## src/rtl/ws2812b_pkg.sv

```systemverilog
// Shared definitions for the WS2812B frame buffer: state encoding and GRB pixel layout.
package ws2812b_pkg;

    localparam int PIXEL_W = 24;
    localparam int CHAN_W  = 8;
    localparam int G_LSB   = 16;
    localparam int R_LSB   = 8;
    localparam int B_LSB   = 0;

    localparam logic [1:0] ST_IDLE    = 2'b00;
    localparam logic [1:0] ST_SENDING = 2'b01;
    localparam logic [1:0] ST_LATCH   = 2'b10;

    typedef logic [PIXEL_W-1:0] pixel_t;

    function automatic pixel_t pack_grb(input logic [CHAN_W-1:0] red,
                                        input logic [CHAN_W-1:0] green,
                                        input logic [CHAN_W-1:0] blue);
        return {green, red, blue};
    endfunction

endpackage

```

## src/rtl/ws2812b_pixel_bank.sv

```systemverilog
// One register bank of GRB pixels with a single write port and a combinational read port.
module ws2812b_pixel_bank
    import ws2812b_pkg::*;
#(
    parameter int MAX_POS = 16,
    localparam int ADDR_W = $clog2(MAX_POS)
) (
    input  logic              clk_i,
    input  logic              reset_i,
    input  logic              we_i,
    input  logic [ADDR_W-1:0] waddr_i,
    input  pixel_t            wdata_i,
    input  logic [ADDR_W-1:0] raddr_i,
    output pixel_t            rdata_o
);

    localparam logic [ADDR_W:0] DEPTH = (ADDR_W+1)'(MAX_POS);

    pixel_t mem_q [MAX_POS];
    logic   waddrOk;
    logic   raddrOk;

    assign waddrOk = {1'b0, waddr_i} < DEPTH;
    assign raddrOk = {1'b0, raddr_i} < DEPTH;

    // Out-of-range writes complete upstream but are simply dropped here.
    always_ff @(posedge clk_i or posedge reset_i) begin
        if (reset_i) begin
            for (int i = 0; i < MAX_POS; i++) begin
                mem_q[i] <= '0;
            end
        end else if (we_i && waddrOk) begin
            mem_q[waddr_i] <= wdata_i;
        end
    end

    always_comb begin
        rdata_o = '0;
        if (raddrOk) begin
            rdata_o = mem_q[raddr_i];
        end
    end

endmodule

```

## src/rtl/ws2812b_frame_buffer.sv

```systemverilog
// Double-buffered pixel store and frame sequencer feeding the WS2812B driver.
// The host fills the back bank and commits; banks swap only while idle between frames.
module ws2812b_frame_buffer
    import ws2812b_pkg::*;
#(
    parameter int MAX_POS      = 16,
    parameter int REFRESH_CLKS = 50000,
    parameter int LATCH_CLKS   = 2700,
    parameter int SEND_TIMEOUT = MAX_POS*24*64+256,
    localparam int ADDR_W = $clog2(MAX_POS)
) (
    input  logic              clk_i,
    input  logic              reset_i,
    input  logic              wr_valid_i,
    output logic              wr_ready_o,
    input  logic [ADDR_W-1:0] wr_addr_i,
    input  logic [7:0]        wr_red_i,
    input  logic [7:0]        wr_green_i,
    input  logic [7:0]        wr_blue_i,
    input  logic              commit_i,
    output logic              commit_pending_o,
    output logic              update_frame_o,
    input  logic [ADDR_W-1:0] program_led_number_i,
    output logic [7:0]        program_red_intensity_o,
    output logic [7:0]        program_green_intensity_o,
    output logic [7:0]        program_blue_intensity_o,
    output logic              frame_done_o,
    output logic              frame_error_o
);

    localparam bit REFRESH_EN = (REFRESH_CLKS != 0);
    localparam int REF_W = $clog2(REFRESH_CLKS > 1 ? REFRESH_CLKS : 2) + 1;
    localparam int WD_W  = $clog2(SEND_TIMEOUT > 1 ? SEND_TIMEOUT : 2) + 1;
    localparam int LAT_W = $clog2(LATCH_CLKS > 1 ? LATCH_CLKS : 2) + 1;

    localparam logic [REF_W-1:0]  REFRESH_LAST = REF_W'(REFRESH_CLKS > 0 ? REFRESH_CLKS - 1 : 0);
    localparam logic [WD_W-1:0]   WD_LAST      = WD_W'(SEND_TIMEOUT > 0 ? SEND_TIMEOUT - 1 : 0);
    localparam logic [LAT_W-1:0]  LATCH_LAST   = LAT_W'(LATCH_CLKS > 0 ? LATCH_CLKS - 1 : 0);
    localparam logic [ADDR_W-1:0] LAST_POS     = ADDR_W'(MAX_POS - 1);

    logic [1:0]        state_q, state_d;
    logic              bankSel_q, bankSel_d;
    logic              commitPending_q, commitPending_d;
    logic              updateFrame_q, updateFrame_d;
    logic              frameDone_q, frameDone_d;
    logic              frameError_q, frameError_d;
    logic [REF_W-1:0]  refreshCnt_q, refreshCnt_d;
    logic [WD_W-1:0]   wdCnt_q, wdCnt_d;
    logic [LAT_W-1:0]  latchCnt_q, latchCnt_d;
    logic [ADDR_W-1:0] prevLed_q, prevLed_d;

    logic   writeAccept;
    logic   wrap;
    pixel_t wrPixel;
    pixel_t bank0Rd;
    pixel_t bank1Rd;
    pixel_t frontRd;

    assign wr_ready_o       = !commitPending_q;
    assign commit_pending_o = commitPending_q;
    assign update_frame_o   = updateFrame_q;
    assign frame_done_o     = frameDone_q;
    assign frame_error_o    = frameError_q;

    assign writeAccept = wr_valid_i && !commitPending_q;
    assign wrPixel     = pack_grb(wr_red_i, wr_green_i, wr_blue_i);

    // Only the back bank (the one not selected by bankSel_q) ever sees a write enable.
    ws2812b_pixel_bank #(.MAX_POS(MAX_POS)) uBank0 (
        .clk_i   (clk_i),
        .reset_i (reset_i),
        .we_i    (writeAccept && bankSel_q),
        .waddr_i (wr_addr_i),
        .wdata_i (wrPixel),
        .raddr_i (program_led_number_i),
        .rdata_o (bank0Rd)
    );

    ws2812b_pixel_bank #(.MAX_POS(MAX_POS)) uBank1 (
        .clk_i   (clk_i),
        .reset_i (reset_i),
        .we_i    (writeAccept && !bankSel_q),
        .waddr_i (wr_addr_i),
        .wdata_i (wrPixel),
        .raddr_i (program_led_number_i),
        .rdata_o (bank1Rd)
    );

    assign frontRd = bankSel_q ? bank1Rd : bank0Rd;

    assign program_green_intensity_o = frontRd[G_LSB +: CHAN_W];
    assign program_red_intensity_o   = frontRd[R_LSB +: CHAN_W];
    assign program_blue_intensity_o  = frontRd[B_LSB +: CHAN_W];

    assign wrap = (prevLed_q == LAST_POS) && (program_led_number_i == '0);

    // The refresh counter saturates so an overdue refresh fires on the first idle cycle.
    always_comb begin
        state_d         = state_q;
        bankSel_d       = bankSel_q;
        commitPending_d = commitPending_q || commit_i;
        updateFrame_d   = updateFrame_q;
        frameDone_d     = 1'b0;
        frameError_d    = 1'b0;
        refreshCnt_d    = (refreshCnt_q == REFRESH_LAST) ? refreshCnt_q : refreshCnt_q + 1'b1;
        wdCnt_d         = wdCnt_q;
        latchCnt_d      = latchCnt_q;
        prevLed_d       = prevLed_q;

        case (state_q)
            ST_IDLE: begin
                if (commitPending_q || (REFRESH_EN && (refreshCnt_q == REFRESH_LAST))) begin
                    if (commitPending_q) begin
                        bankSel_d       = !bankSel_q;
                        commitPending_d = 1'b0;
                    end
                    updateFrame_d = 1'b1;
                    state_d       = ST_SENDING;
                    refreshCnt_d  = '0;
                    wdCnt_d       = '0;
                    prevLed_d     = '0;
                end
            end
            ST_SENDING: begin
                prevLed_d = program_led_number_i;
                wdCnt_d   = wdCnt_q + 1'b1;
                if (wrap || (wdCnt_q == WD_LAST)) begin
                    updateFrame_d = 1'b0;
                    frameError_d  = !wrap;
                    state_d       = ST_LATCH;
                    latchCnt_d    = '0;
                end
            end
            ST_LATCH: begin
                latchCnt_d = latchCnt_q + 1'b1;
                if (latchCnt_q == LATCH_LAST) begin
                    frameDone_d = 1'b1;
                    state_d     = ST_IDLE;
                end
            end
            default: begin
                state_d       = ST_IDLE;
                updateFrame_d = 1'b0;
            end
        endcase
    end

    always_ff @(posedge clk_i or posedge reset_i) begin
        if (reset_i) begin
            state_q         <= ST_IDLE;
            bankSel_q       <= 1'b0;
            commitPending_q <= 1'b0;
            updateFrame_q   <= 1'b0;
            frameDone_q     <= 1'b0;
            frameError_q    <= 1'b0;
            refreshCnt_q    <= '0;
            wdCnt_q         <= '0;
            latchCnt_q      <= '0;
            prevLed_q       <= '0;
        end else begin
            state_q         <= state_d;
            bankSel_q       <= bankSel_d;
            commitPending_q <= commitPending_d;
            updateFrame_q   <= updateFrame_d;
            frameDone_q     <= frameDone_d;
            frameError_q    <= frameError_d;
            refreshCnt_q    <= refreshCnt_d;
            wdCnt_q         <= wdCnt_d;
            latchCnt_q      <= latchCnt_d;
            prevLed_q       <= prevLed_d;
        end
    end

endmodule

```

## config.mk

```make
export PLATFORM = sky130hd
export DESIGN_NAME = ws2812b_frame_buffer
export DESIGN_NICKNAME = d
export VERILOG_FILES = /design/src/rtl/ws2812b_pkg.sv /design/src/rtl/ws2812b_pixel_bank.sv /design/src/rtl/ws2812b_frame_buffer.sv
export SDC_FILE = /design/constraint.sdc
export NUM_CORES = 2
export LEC_CHECK = 0
export ABC_AREA = 1
export CAP_MARGIN = 20
export CORE_AREA = 2 2 280 282
export DETAILED_ROUTE_END_ITERATION = 7
export DIE_AREA = 0 0 282 284
export PLACE_DENSITY = 0.71
export SLEW_MARGIN = 5
export SYNTH_ARGS = -nofsm -noshare
export SYNTH_HDL_FRONTEND = slang
export SYNTH_SLANG_ARGS = --single-unit
```

## constraint.sdc

```tcl
create_clock -name clk_i -period 34.4 [get_ports clk_i]
set_clock_uncertainty 0.05 [all_clocks]
set_input_delay 6.88 -clock clk_i [delete_from_list [all_inputs] [get_ports clk_i]]
set_output_delay 6.88 -clock clk_i [all_outputs]
set_load 0.02 [all_outputs]
```

### Yosys cells after proc, flatten, opt, wreduce, memory -nomap -nowiden

Cells that the tools add are included.
W data, S select, Z words.

* shifts and indexed selects: 0
* order comparisons: 3
* $add $sub $neg: 3
* multiplexer cells: 34
* div/mod/pow operators: 0
* eq/ne operators: 9
* multiply operators: 0
* bitwise operators: 3
* reduce and logical (&&, ||, !) cells: 20

Operator list (number)
* $bwmux W384: 2
* $bmux W24 S4: 2
* $mux W24: 6
* $demux W24 S4: 1
* $mux W17: 3
* $pmux W16 S2: 1
* $pmux W13 S2: 1
* $add A17 B1 Y17 const B: 1
* $eq A17 B16 Y1 const B: 1
* $add A16 B1 Y16 const B: 1
* $eq A16 B15 Y1 const B: 1
* $mux W16: 1
* $add A13 B1 Y13 const B: 1
* $eq A13 B12 Y1 const B: 1
* $mux W13: 1
* $ge A5 B5 Y1 const B: 2
* $not A4 Y5: 2
* $mux W1: 9
* $reduce_and A3 Y1: 3
* $pmux W4 S2: 1
* $mux W2: 3
* $ne A2 B2 Y1 const B: 3
* $pmux W2 S3: 1
* $logic_and A1 B1 Y1: 5
* 13 further kinds: 19

* memories kept: 0
* latch bits: 0
* bits in read-only memories: 0
* flip-flop bits (word level): 825
* memory bits (writable): 0
* input port bits: 36

### Depth between registers and ports, before layout

* depth after elaboration: 6
* mapped depth: 10
* depth with buffers taken out: 9

### Modules after synthesis

A second synthesis with hierarchy kept.

* cell total of the unflattened synthesis: 5482
* area total of the unflattened synthesis: 41259.6 um^2

Modules (own cells, without submodules)
* ws2812b_pixel_bank: times used 2, cells each 2488, area each 18883.1 um^2
* ws2812b_frame_buffer: times used 1, cells each 506, area each 3493.4 um^2

### Least setup slack after synthesis

Ideal clock, no wire load.

* path type: input-to-output
* from: input port program_led_number_i[2]
* to: output port program_green_intensity_o[1]
* arrival: 8.015 ns
* setup slack: 19.455 ns
* buffers on the path: 3
* stages: 8
* cells stage by stage: buf_4 > nor2_4 > buf_4 > clkbuf_1 > a21oi_1 > nand3_1 > nand3_1 > nand2_1

* cells in the longest elaborated chain, start to end: 5
* elaborated cells on any way between the ends: 8
* classes of those cells: mux (7); bitwise (1)

RTL lines
* start, declared: line ws2812b_frame_buffer.sv:23 `input logic [ADDR_W-1:0] program_led_number_i,`
* $not A4 Y5 (not written as such) *: line ws2812b_pixel_bank.sv:40 `rdata_o = mem_q[raddr_i];`
* $bmux W24 S4: line ws2812b_pixel_bank.sv:40
* $mux W24 (not written as such) (2 in series): line ws2812b_pixel_bank.sv:40
* $mux W24 *: line ws2812b_frame_buffer.sv:89 `assign frontRd = bankSel_q ? bank1Rd : bank0Rd;`
* end, declared: line ws2812b_frame_buffer.sv:25 `output logic [7:0] program_green_intensity_o,`

Every way passes the cells marked *; elsewhere a longest branch is shown, timed or not. The select of a mux whose other input is x is not followed.

### Worst setup path in the final report

* from: input port program_led_number_i[1]
* to: output port program_red_intensity_o[4]

* cells in the longest elaborated chain, start to end: 5
* elaborated cells on any way between the ends: 8
* classes of those cells: mux (7); bitwise (1)

RTL lines
* $not A4 Y5 (not written as such) *: line ws2812b_pixel_bank.sv:40
* $bmux W24 S4: line ws2812b_pixel_bank.sv:40
* $mux W24 (not written as such) (2 in series): line ws2812b_pixel_bank.sv:40
* $mux W24 *: line ws2812b_frame_buffer.sv:89
* end, declared: line ws2812b_frame_buffer.sv:24 `output logic [7:0] program_red_intensity_o,`

Marked as above.

==> impl_metrics.ini <==
[setup_path]
slowest_delay_ns = 0.71
cp.arrival_ns = 10.93
worst-path-stages = 10
cp_max_fo = 60
path_delay_family = buffers and inverters
worstSetupStartpointType = input pin
crit_required_ns = 27.47
worst-path-buf-inv = 5
timing_worst_setup_path_type = in -> out
endpoint_kind = output port
crit_chain = buf_4, inv_4, or2_1, inv_4, buf_4, nand2_1, nand3_1, nand3_1, nand2_1, clkdlybuf4s50_1
cp_slowest_cell = buf_4
reg2reg_depth = 6

[cells_and_area]
diodes = 0
nFillCells = 7172
syn_to_final_growth_pct = 10.2
drive_above_1_share_pct = 5.33
layout.nets = 4699

[floorplanning]
fp-row-count = 102
core-area_um2 = 77000
die_y_um = 284
dieWidth_um = 282
start_util_pct = 49.5
ios = 65
die_area_um2 = 80100

[detailed_routing]
ant_nets = 0
vias = 32500
drc = 0
vias_per_cell = 5.63
finalWirelength_um = 111000
drt_iter0_drc = 4014
wire_per_inst_um = 19.2
dr.pass1.iters = 6

[yosys]
netlist_instances = 4837
synth_nets = 4876
syn_area_per_cell_um2 = 7.88
ys_ff_latch = 825
ys_seq_area_share_pct = 54.2
yosys_warnings = 0
synth_top_area_share_pct = 54.2
synth_area_leaders = dfrtp_1 54%, nand2_1 19%, o21ai_0 9.7%
yosys.cell_types.count = 34
synth_largest_area_cell = dfrtp_1
syn_area_um2 = 38100

[timing]
relSlewSlack_pct = 26.4
finalSetupViolCount = 0
timing.hold.ws_ns = 0.421
finalCritPeriodShare_pct = 51.9
tightest_slew_ns = 1.10
layout_min_cycle_time_ns = 17.86
report.final.slew_viol_count = 0
fin_tns_setup_ns = 0
final-hold-violation-count = 0
rsz0062_at_grt = no
fmax_ghz = 0.0560

[power_and_ir_drop]
cellPowerDensity_nw_per_um2 = 66.2
power.internal_uw = 1920
combinationalPowerShare_pct = 18.7
p_sw_uw = 859
sw_frac_of_total_pct = 30.9
irDropWorstVdd_mv = 0.0535
p_seq_share_pct = 46.0
leakagePower_uw = 0.0196
clockPowerShare_pct = 35.2

[hold_path]
holdPathStages = 2
hp-class = reg -> reg

[cts]
cts-root-buf = clkbuf_16
cts_tree = done
clk_pin_slew_ns = 0.05
post_cts_buffers = 0
insertion_delay_ns = 0.65
cts_max_level = 3
clock_tree.buffer_depth = 3
cts_inserted_buffers = 90
hold_buffers = 0
cts_resized = 0
clkSinkCount = 825

[global_routing]
grt_pass1_wl_um = 176000
grt_pass1_vias = 30642
grt_max_degree = 154
antenna_found_initial = 0
grt.overflow.total = 0
gr-usage-all-layers_pct = 28.0

[placement]
port_buffers = 64
dp_hpwl_um = 62300
place_congestion = 0.848

[status]
outcome = finished, final reports clean

[flow_run]
cap_violations = 0
==> Yosys cell counts (all sizes together) <==
library cell and number:
a21oi 112, a31o 2, and2 1, buf 206, clkbuf 190, clkinv 1, dfrtp 825, ha 3
inv 111, nand2 1956, nand3 473, nand3b 3, nand4 27, nor2 86, nor3 15, nor4 5
o21ai 799, o21bai 1, o22ai 1, or2 6, xnor2 6, xor2 8
==> layout by cell type (no fill, tap or decap), types with 8 or more instances in the layout <==
cell,n
nand3_1,470
nor3_1,14
nand2_1,1939
nand2_2,17
o21ai_0,735
clkbuf_1,23
dfrtp_1,825
clkbuf_8,17
buf_12,11
inv_1,101
clkinv_2,16
nand4_1,26
a21oi_1,112
clkdlybuf4s50_1,60
xor2_1,8
o21ai_1,64
nor2_1,80
buf_4,48
clkbuf_16,90
==> tightest hold or removal path, cell delays in order, from the launching register on <==
cell	delay, ns
dfrtp_1	0.34
nand2_1	0.05
nand2_1	0.05
==> flip-flops by register name, summed over array words and instances, names as in the netlist <==
signal and count:
bankSel_q 1, state_q 2, frame_done_o 1, refreshCnt_q 17, commit_pending_o 1, wdCnt_q 16, update_frame_o 1, uBank0.mem_q 384
uBank1.mem_q 384, latchCnt_q 13, frame_error_o 1, prevLed_q 4
==> logic make-up after synthesis <==
logic type | Yosys count | synth area share, %
AO/OA/AOI/OAI | 915 | 12.0
buffers and inverters | 508 | 5.99
adder cells (fa/ha/maj) | 3 | 0.0985
AND/OR/NAND/NOR | 2572 | 27.4
XOR/XNOR | 14 | 0.322
flip-flops | 825 | 54.2
==> power groups by stage <==
stage,combinational (uW),sequential [uW],clock (uW)
global placement,500,1290,0
global route,595,1300,1030
CTS,516,1280,993
finish,521,1280,980
detailed placement,514,1290,0
floorplan,370,1270,0
==> through the flow <==
stage	std cells	area [um2]	util (%)	setup WS, ns	total power (uW)
floorplan	4837	38100	-	4.30	1640
global placement	5592	38600	50.2	16.74	1790
detailed placement	5592	38600	50.2	16.69	1800
CTS	5756	41600	54.1	16.68	2790
global route	5772	42000	54.6	16.46	2930
finish	5772	42000	54.6	16.54	2780
==> worst paths after layout <==
kind                                       startpoint                       endpoint  slack, ns
setup / recovery              program_led_number_i[1]     program_red_intensity_o[4]      16.54
max in group asynchronous                     reset_i  uBank0.mem_q[275]$_DFFE_PP0P_      25.13
hold reg to reg            update_frame_o$_DFFE_PP0P_     update_frame_o$_DFFE_PP0P_       0.42
min in group asynchronous                     reset_i   uBank1.mem_q[75]$_DFFE_PP0P_       6.69
hold / removal             update_frame_o$_DFFE_PP0P_     update_frame_o$_DFFE_PP0P_       0.42
setup reg to reg                bankSel_q$_DFFE_PP0P_  uBank1.mem_q[357]$_DFFE_PP0P_      31.56
==> per-layer routing <==
metal | vias up | track usage, % | wire, um
li1 | 15286 | - | -
met1 | 15633 | 40.6 | 48200
met2 | 1371 | 42.5 | 49000
met3 | 210 | 5.31 | 10300
met4 | 0 | 8.76 | 3320
met5 | - | 0 | 0
==> cell type report <==
class	count	area [um2]	area share, %
multi-input combinational	3504	15200	36.3
tap	1040	1300	3.10
sequential	825	20600	49.2
timing repair buffer	127	1350	3.22
inverter	112	440	1.05
clock inverter	34	454	1.08
clock buffer	130	2570	6.13
(Power assumes the default switching activity.)
